**src/rtl/cam_ctrl_if.sv**
```systemverilog
// cam_ctrl_if: request/response handshake bundle between a requester and cam_ctrl
interface cam_ctrl_if;
   logic       req_valid;
   logic       req_ready;
   logic [1:0] req_op;
   logic [7:0] req_data;
   logic       rsp_valid;
   logic       rsp_ready;
   logic       rsp_hit;
   logic       rsp_dup;
   logic       rsp_err;
   logic [3:0] rsp_idx;
   modport master (
      output req_valid, req_op, req_data, rsp_ready,
      input  req_ready, rsp_valid, rsp_hit, rsp_dup, rsp_err, rsp_idx
   );
   modport slave (
      input  req_valid, req_op, req_data, rsp_ready,
      output req_ready, rsp_valid, rsp_hit, rsp_dup, rsp_err, rsp_idx
   );
endinterface

```
**src/rtl/cam_ctrl.sv**
```systemverilog
// cam_ctrl: sequences search, insert and flush requests onto an external 16-entry CAM
module cam_ctrl (
   input  logic       clk,
   input  logic       rst_n,
   cam_ctrl_if.slave  bus,
   output logic       full,
   output logic [4:0] count,
   output logic       cam_enable,
   output logic       cam_write,
   output logic [4:0] cam_addr,
   output logic [7:0] cam_data,
   input  logic [4:0] cam_out,
   input  logic       cam_found
);
   typedef enum logic [2:0] {IDLE, LOOKUP, CHECK, WRITE, FLUSH, RESP} state_t;
   state_t     state_q, state_d;
   logic [1:0] op_q, op_d;
   logic [7:0] key_q, key_d;
   logic [4:0] count_q, count_d;
   logic [3:0] fl_q, fl_d;
   logic [3:0] idx_q, idx_d;
   logic       hit_q, hit_d, dup_q, dup_d, err_q, err_d;
   logic       hit, resp, cam_out_unused;
   // entries at or above count are stale and must not report a hit
   assign hit = cam_found && ({1'b0, cam_out[3:0]} < count_q);
   assign cam_out_unused = cam_out[4];
   assign resp = state_q == RESP;
   assign full = count_q == 5'd16;
   assign count = count_q;
   always_ff @(posedge clk or negedge rst_n)
      if (!rst_n) begin
         state_q <= IDLE;
         op_q    <= '0;
         key_q   <= '0;
         count_q <= '0;
         fl_q    <= '0;
         idx_q   <= '0;
         hit_q   <= 1'b0;
         dup_q   <= 1'b0;
         err_q   <= 1'b0;
      end else begin
         state_q <= state_d;
         op_q    <= op_d;
         key_q   <= key_d;
         count_q <= count_d;
         fl_q    <= fl_d;
         idx_q   <= idx_d;
         hit_q   <= hit_d;
         dup_q   <= dup_d;
         err_q   <= err_d;
      end
   always_comb begin
      state_d = state_q;
      op_d    = op_q;
      key_d   = key_q;
      count_d = count_q;
      fl_d    = fl_q;
      idx_d   = idx_q;
      hit_d   = hit_q;
      dup_d   = dup_q;
      err_d   = err_q;
      case (state_q)
         IDLE: if (bus.req_valid) begin
            op_d  = bus.req_op;
            key_d = bus.req_data;
            fl_d  = '0;
            idx_d = '0;
            hit_d = 1'b0;
            dup_d = 1'b0;
            err_d = bus.req_op == 2'b11 || (!bus.req_op[1] && bus.req_data == 8'h00);
            state_d = bus.req_op == 2'b10 ? FLUSH : err_d ? RESP : LOOKUP;
         end
         LOOKUP: state_d = CHECK;
         CHECK: begin
            state_d = RESP;
            if (hit) begin
               hit_d = 1'b1;
               dup_d = op_q == 2'b01;
               idx_d = cam_out[3:0];
            end else if (op_q == 2'b01) begin
               err_d   = full;
               state_d = full ? RESP : WRITE;
            end
         end
         WRITE: begin
            count_d = count_q + 5'd1;
            hit_d   = 1'b1;
            idx_d   = count_q[3:0];
            state_d = RESP;
         end
         FLUSH: begin
            fl_d = fl_q + 4'd1;
            if (fl_q == 4'd15) begin
               count_d = '0;
               state_d = RESP;
            end
         end
         RESP: if (bus.rsp_ready) state_d = IDLE;
         default: state_d = IDLE;
      endcase
   end
   always_comb begin
      bus.req_ready = state_q == IDLE;
      bus.rsp_valid = resp;
      bus.rsp_hit   = resp && hit_q;
      bus.rsp_dup   = resp && dup_q;
      bus.rsp_err   = resp && err_q;
      bus.rsp_idx   = resp ? idx_q : 4'd0;
      cam_enable    = state_q == LOOKUP;
      cam_write     = state_q == WRITE || state_q == FLUSH;
      cam_addr      = state_q == WRITE ? {1'b0, count_q[3:0]} : state_q == FLUSH ? {1'b0, fl_q} : 5'd0;
      cam_data      = (state_q == LOOKUP || state_q == CHECK || state_q == WRITE) ? key_q : 8'h00;
   end
endmodule

```
**src/flat_wrapper.sv**
```systemverilog
// flat-port wrapper written by rule: the top's interface ports become plain ports
module cam_ctrl_flat 
  (clk, rst_n, full, count, cam_enable, cam_write, cam_addr, cam_data, cam_out, cam_found, bus_req_valid, bus_req_op, bus_req_data, bus_rsp_ready, bus_req_ready, bus_rsp_valid, bus_rsp_hit, bus_rsp_dup, bus_rsp_err, bus_rsp_idx);
  cam_ctrl_if bus_i ();
  input  logic clk;
  input  logic rst_n;
  output logic full;
  output logic [4:0] count;
  output logic cam_enable;
  output logic cam_write;
  output logic [4:0] cam_addr;
  output logic [7:0] cam_data;
  input  logic [4:0] cam_out;
  input  logic cam_found;
  input wire logic [$bits(bus_i.req_valid)-1:0] bus_req_valid;
  input wire logic [$bits(bus_i.req_op)-1:0] bus_req_op;
  input wire logic [$bits(bus_i.req_data)-1:0] bus_req_data;
  input wire logic [$bits(bus_i.rsp_ready)-1:0] bus_rsp_ready;
  output wire logic [$bits(bus_i.req_ready)-1:0] bus_req_ready;
  output wire logic [$bits(bus_i.rsp_valid)-1:0] bus_rsp_valid;
  output wire logic [$bits(bus_i.rsp_hit)-1:0] bus_rsp_hit;
  output wire logic [$bits(bus_i.rsp_dup)-1:0] bus_rsp_dup;
  output wire logic [$bits(bus_i.rsp_err)-1:0] bus_rsp_err;
  output wire logic [$bits(bus_i.rsp_idx)-1:0] bus_rsp_idx;
  assign bus_i.req_valid = bus_req_valid;
  assign bus_i.req_op = bus_req_op;
  assign bus_i.req_data = bus_req_data;
  assign bus_i.rsp_ready = bus_rsp_ready;
  assign bus_req_ready = bus_i.req_ready;
  assign bus_rsp_valid = bus_i.rsp_valid;
  assign bus_rsp_hit = bus_i.rsp_hit;
  assign bus_rsp_dup = bus_i.rsp_dup;
  assign bus_rsp_err = bus_i.rsp_err;
  assign bus_rsp_idx = bus_i.rsp_idx;
  cam_ctrl u_core (.clk(clk), .rst_n(rst_n), .bus(bus_i), .full(full), .count(count), .cam_enable(cam_enable), .cam_write(cam_write), .cam_addr(cam_addr), .cam_data(cam_data), .cam_out(cam_out), .cam_found(cam_found));
endmodule
```
**config.mk**
```make
export PLATFORM = sky130hd
export DESIGN_NAME = cam_ctrl_flat
export DESIGN_NICKNAME = d
export VERILOG_FILES = /design/src/rtl/cam_ctrl_if.sv /design/src/rtl/cam_ctrl.sv /design/src/flat_wrapper.sv
export SDC_FILE = /design/constraint.sdc
export NUM_CORES = 1
export LEC_CHECK = 0
export ABC_AREA = 1
export CORE_AREA = 2 2 76 78
export CTS_BUF_LIST = sky130_fd_sc_hd__clkbuf_8
export CTS_CLUSTER_DIAMETER = 120
export DETAILED_ROUTE_END_ITERATION = 12
export DIE_AREA = 0 0 78 80
export PLACE_DENSITY = 0.58
export SETUP_SLACK_MARGIN = 0.05
export SLEW_MARGIN = 0
export SYNTH_ARGS = -nofsm -noshare
export SYNTH_HDL_FRONTEND = slang
export SYNTH_SLANG_ARGS = --single-unit
```
**constraint.sdc**
```tcl
create_clock -name clk -period 2.1 [get_ports clk]
set_clock_uncertainty 0.05 [all_clocks]
set_input_delay 0.42 -clock clk [delete_from_list [all_inputs] [get_ports clk]]
set_output_delay 0.42 -clock clk [all_outputs]
set_load 0.02 [all_outputs]
```
==> Word level (Yosys, flattened, before mapping) <==
Cells that the tools add are included.
Widths: inputs -> output; s select.
{ "classes": {"n_addsub": 2, "multipliers": 0, "div_mod_pow": 0, "n_lt_le_gt_ge": 1, "eq_ne": 16, "n_shift": 0, "n_mux": 28, "n_bitwise": 0, "reduce_logical": 23} }
{ "op_table": {"columns": ["operator", "count"], "rows": [
  ["$mux 3", 8],
  ["$pmux 3 s6", 1],
  ["$mux 4", 4],
  ["$pmux 4 s3", 1],
  ["$mux 5", 2],
  ["$pmux 5 s2", 1],
  ["$reduce_and 3->1", 3],
  ["$logic_not 8->1", 1],
  ["$mux 8", 1],
  ["$pmux 4 s2", 1],
  ["$eq 3x2->1 const B", 2],
  ["$eq 3x3->1 const B", 2],
  ["$mux 1", 6],
  ["$ne 2x1->1 const B", 3],
  ["$ne 2x2->1 const B", 3],
  ["$reduce_and 2->1", 3],
  ["$reduce_bool 2->1", 3],
  ["$add 5x1->5 const B", 1],
  ["$eq 5x5->1 const B", 1],
  ["$logic_and 1x1->1", 5],
  ["$lt 4x5->1", 1],
  ["$add 4x1->4 const B", 1],
  ["$eq 2x2->1 const B", 2],
  ["$eq 4x4->1 const B", 1],
  ["9 further kinds", 13]
]} }
{ "word_totals": {"reg_bits": 29, "latchBits": 0, "ram_bits": 0, "mem_bits_ro": 0, "output_inout_bits": 30, "word_cells": 79, "mem_count": 0} }

==> Depth between registers and ports, before layout <==
{ "depth": {"ltp_word": 7, "ltp_mapped": 11, "ltp_nobuf": 11} }

==> Worst setup path after synthesis <==
OpenSTA, ideal clock, no wires.
{ "synth_timing": {"path_type": "reg-to-output", "from": "register u_core.state_q[1]", "to": "output port cam_addr[2]", "arrival_time_ns": 1.386, "required_time_ns": 1.630, "slack_ns": 0.244, "stages_incl_launch_ff": 5, "n_path_buf": 1, "cell_sequence": "dfrtp_1 -> nor2_2 -> nand2_4 -> buf_8 -> o21ai_0"} }
{ "synth_between": {"elab_chain_len": 3, "elab_cells_between_ends": 4, "classes_between": "eq/ne (2); mux (2)"} }
{ "synth_rtl": {"columns": ["item", "line_no", "text"], "rows": [
  ["start: declaration", "cam_ctrl.sv:16", "state_t state_q, state_d;"],
  ["start signal: assignment", "cam_ctrl.sv:42", "state_q <= state_d;"],
  ["$eq 3x3->1", "cam_ctrl.sv:111", "cam_addr = state_q == WRITE ? {1'b0, count_q[3:0]} : state_q == FLUSH ? {1'b0, fl_q} : 5'd0;"],
  ["$mux 4", "cam_ctrl.sv:111", null],
  ["$mux 5 *", "cam_ctrl.sv:111", null],
  ["end: declaration", "flat_wrapper.sv:11", "output logic [4:0] cam_addr;"]
]} }
Every way passes the cells marked *; elsewhere a longest branch is shown, timed or not.

==> Worst setup path after layout <==
{ "layout_timing": {"from": "register u_core.state_q[1]", "to": "output port cam_data[0]"} }
{ "layout_between": {"elab_chain_len": 4, "elab_cells_between_ends": 6, "classes_between": "eq/ne (3); mux (1); reduce/logical (2)"} }
{ "layout_rtl": {"columns": ["item", "line_no", "text"], "rows": [
  ["$eq 3x1->1 / $eq 3x2->1 (equally long branches)", "cam_ctrl.sv:112", "cam_data = (state_q == LOOKUP || state_q == CHECK || state_q == WRITE) ? key_q : 8'h00;"],
  ["$logic_or 1x1->1", "cam_ctrl.sv:112", null],
  ["$logic_or 1x1->1 *", "cam_ctrl.sv:112", null],
  ["$mux 8 *", "cam_ctrl.sv:112", null],
  ["end: declaration", "flat_wrapper.sv:12", "output logic [7:0] cam_data;"]
]} }
Marks and branches as above.

==> metrics list <==
- The mapped netlist covers roughly 0.0019 mm².
* Floorplan die width: between 70 and 80 µm
- The number of nets handed over by synthesis was approximately 270.
* Final period util: 93.5%
* Standard cell area after detailed placement: 0.00253 mm²
- Count of cell types in the netlist: 33
* IR drop worst, VDD: 494 µV
* Number of buffers and inverters on the critical path: 1
* Number of buffers added to fix hold violations after cts: 0
* Startpoint type of the worst setup path: register
* Leading post-synthesis cells by cell area: sky130_fd_sc_hd__dfrtp_1 (39%), sky130_fd_sc_hd__nand2_1 (10%), sky130_fd_sc_hd__inv_1 (8.1%)
- Setup violations remaining at the end of the flow were counted as 0.
* Number of stages on the worst hold path: 2
- Count of H-tree levels built during CTS: 2
* Floorplan die area: 0.00624 mm²
- In this run the critical register-to-register path is launched from u_core.count[1].
* Maximum single-stage delay on the critical path: approximately 0.46 ns
- In this run the static leakage power is 0.00128 µW.
- Clock slew at the register clock pins of the worst setup and hold paths: 0.07 ns
- Yosys printed 0 warnings.
- DRC marker count from the first detailed-route iteration: 58
- Part of the Yosys area used for sequential elements: around two fifths
- After layout, the minimum clock period comes to 1.96 ns.
- Final routed wire length divided by cell count: 11.4 µm
- For this run, design rule violations remaining after detail routing come to 0.
- Part of the power in combinational logic: approximately three fifths
- In this run the remaining antenna-violating nets after routing total 0.
- Setup repair after global routing missed its margin: yes
- Buffers inserted during clock tree synthesis total 5.
- Most frequent standard cell in the layout excluding fill and tap cells: sky130_fd_sc_hd__nand2_1
* NetSw: about 1600 µW
* Number of iterations in the first detailed-routing pass: 6
- Adding up every negative setup slack in the final design gives 0 ns.
* Total of max-cap violations: 0
- Largest net degree at the start of global routing: 30
* Area added between synthesis and finish: 41.2%
- Leftover overflow at the end of global routing: 0
- CP Cell Sequence: o21ai_2 -> nor2_1 -> dlygate4sd2_1
* Register bit total from synthesis: 29
- Core region area: 0.00541 mm²
- P_int: approximately 1900 µW
- The count of final max-slew check failures is 0.
- The routed layout has roughly 1700 vias.
* Number of global-route vias before repair: approximately 1700
- Number of clock sinks: 29
- Run status: finished clean
* Path type of the worst setup path: reg2out
* Antenna diode count: 0
- The initial antenna violation count came to 0.
- Counting every instance in the synthesized netlist gives 241.
- Summed over its instances, the top area cell type makes up between 30% and 40% of the synthesized netlist area.
- RePlAce Congestion: 0.773
- Initial core utilization: 34.3%
- Worst Hold End: u_core.idx_q[1]
* Relative contribution of the clock network to total power: about 14%
- Net switching is between 40% and 50% of the power.
* Height of the die: around 80 µm
* HPWL reported at the end of detailed placement: about 3500 µm
* IO buf count: 47
- Once layout is done, the placed cells without fillers occupy ~0.0026 mm².
* Clock tree from TritonCTS: done
- Portion of total power attributed to sequential cells: between 20% and 30%
- Data arrives at the worst endpoint at 1.49 ns.
- STA classifies the critical path endpoint as an output pin.
- Based on the critical path, the design can be clocked at up to between 0.5 and 0.6 GHz.
- Of the cells placed in the final design, the portion with a size suffix greater than 1 is a little over a fifth.
- During I/O placement, the number of pins put on the boundary was 50.
- Worst Reg-to-Reg Cells: 11
- Data required time at the worst endpoint: between 1.5 and 2 ns
- The number of hold-slack violations in the final timing report is 0.
- First-pass GRT wire length: ~7600 µm
- In the final design database the tool counted 338 nets.
- R2r setup slk: ~0.31 ns
- Critical-path maximum fanout: 8
- In this run the worst hold path is classified as reg2reg.
- The routed design has 4390 µm of wire.
* Root Buffer Master: sky130_fd_sc_hd__clkbuf_8
- Later-pin clock latency in the skew report: 0.28 ns
- After synthesis, the mean cell area works out to between 7 and 8 µm².
- The kind of cell with the highest combined delay along the critical path is flip-flops.
* Number of cell rows: 27
- Post-synth top area cell: sky130_fd_sc_hd__dfrtp_1
* Areal power density over the cells: about 1400 mW/mm²
* Total GRT Usage: 15.5%
* Reg-to-reg critical path endpoint: u_core.dup_q
- Commonest cells after routing, fill and taps aside: sky130_fd_sc_hd__nand2_1 (50), sky130_fd_sc_hd__inv_1 (40), sky130_fd_sc_hd__nor2_1 (33), sky130_fd_sc_hd__dfrtp_1 (28), sky130_fd_sc_hd__clkdlybuf4s50_1 (23)
- Hold path startpoint: u_core.idx_q[1]
- Via-to-Cell Ratio: approximately 4.4
* Max clock buf depth: 2
* Critical path's slowest cell: sky130_fd_sc_hd__dfrtp_2
-- cell type report --
class | instances | area [µm²]
Sequential cell | 29 | 727
Inverter | 48 | 200
Multi-Input combinational cell | 160 | 906
Fill cell | 572 | 2790
Clock buffer | 7 | 96.3
Clock inverter | 1 | 5.00
Tap cell | 72 | 90.1
Timing Repair Buffer | 68 | 594
-- metrics by stage --
stage / setup slack [ns] / utilization [%] / hold WS, ns / cells / power (µW)
2_1_floorplan: 0.244 / - / 0.0744 / 241 / 2300
3_3_place_gp: -0.00278 / 46.7 / 0.428 / 376 / 3070
3_5_place_dp: -0.0377 / 46.7 / 0.435 / 376 / 3110
4_1_cts: 0.0562 / 48.4 / 0.452 / 384 / 3560
5_1_grt: 0.0429 / 48.4 / 0.483 / 385 / 3850
6_report: 0.136 / 48.4 / 0.446 / 385 / 3540
-- power groups by stage --
stage,Combinational (µW),Sequential (µW),Clock (µW)
CTS,2080,953,530
global route,2320,985,551
finish,2070,954,511
global placement,2120,949,0
floorplan,1320,985,0
detailed placement,2160,956,0
-- cells in the mapped netlist --
cell / number
sky130_fd_sc_hd__o21ai_2: 3
sky130_fd_sc_hd__nand2_4: 2
sky130_fd_sc_hd__nand2_2: 3
sky130_fd_sc_hd__a21boi_0: 1
sky130_fd_sc_hd__a21oi_2: 1
sky130_fd_sc_hd__nand2_1: 50
sky130_fd_sc_hd__conb_1: 1
sky130_fd_sc_hd__ha_1: 6
sky130_fd_sc_hd__inv_4: 2
sky130_fd_sc_hd__nor3_1: 2
sky130_fd_sc_hd__nand3_1: 9
sky130_fd_sc_hd__nor2_8: 1
sky130_fd_sc_hd__dfrtp_1: 29
sky130_fd_sc_hd__a21oi_1: 3
sky130_fd_sc_hd__nand3_4: 2
sky130_fd_sc_hd__o21ai_4: 1
sky130_fd_sc_hd__o21ai_1: 9
sky130_fd_sc_hd__o22ai_2: 2
sky130_fd_sc_hd__inv_8: 2
sky130_fd_sc_hd__buf_4: 1
sky130_fd_sc_hd__buf_8: 1
sky130_fd_sc_hd__nor2_2: 2
sky130_fd_sc_hd__o22ai_1: 4
sky130_fd_sc_hd__inv_1: 40
sky130_fd_sc_hd__xor2_1: 2
sky130_fd_sc_hd__nand3_2: 1
sky130_fd_sc_hd__buf_6: 1
sky130_fd_sc_hd__clkbuf_2: 1
sky130_fd_sc_hd__o21ai_0: 17
sky130_fd_sc_hd__nor2_1: 33
sky130_fd_sc_hd__inv_2: 4
sky130_fd_sc_hd__nor3_2: 2
sky130_fd_sc_hd__nor2_4: 3
-- state kept, by name (all words and copies together) (netlist names) --
| register | flops |
|---|---|
| u_core.idx_q | 4 |
| u_core.count | 5 |
| u_core.op_q | 2 |
| u_core.fl_q | 4 |
| u_core.hit_q | 1 |
| u_core.key_q | 8 |
| u_core.err_q | 1 |
| u_core.state_q | 3 |
| u_core.dup_q | 1 |
-- tightest hold or removal path, cell delays in order (launching register included) --
cell and delay, ns:
sky130_fd_sc_hd__dfrtp_1 0.34, sky130_fd_sc_hd__nand2_1 0.05, sky130_fd_sc_hd__o21ai_1 0.07
-- layer usage --
metal / up-vias / routed length, µm / track usage [%] / part of all wire, %
met5: - / 0 / 0 / 0
met4: 0 / 65 / 5.44 / 1.5
met3: 8 / 217 / 4.07 / 4.9
met2: 43 / 2020 / 26.2 / 46
met1: 740 / 2090 / 19.2 / 48
li1: 886 / - / - / -
-- logic make-up (layout without fill, tap and decap cells) --
group	count (synthesis)	after routing	synth area share [%]
simple gates	110	110	29.1
other cells	1	1	0.202
xor+xnor	2	2	0.945
flops	29	29	39.1
buf+inv	52	124	12.9
fa+ha+maj	6	6	4.05
compound gates	41	41	13.7
-- how the worst max path moves through the flow --
stage	start	endpoint	slack, ns	cells past startpoint
detailed placement	u_core.state_q[1]	cam_data[6]	-0.04	3
global route	u_core.state_q[1]	cam_data[6]	0.04	3
CTS	u_core.state_q[1]	cam_addr[2]	0.06	4
global placement	u_core.state_q[1]	cam_data[5]	-0.003	3
floorplan	u_core.state_q[1]	cam_addr[2]	0.24	4
finish	u_core.state_q[1]	cam_data[0]	0.14	3
-- timing repair --
item,4_1_cts,5_1_grt
pin swaps,0,1
resized for setup,36,9
setup endpoints to repair,24,20
gates cloned,0,0
setup buffers,0,1
(Power assumes the default switching activity.)
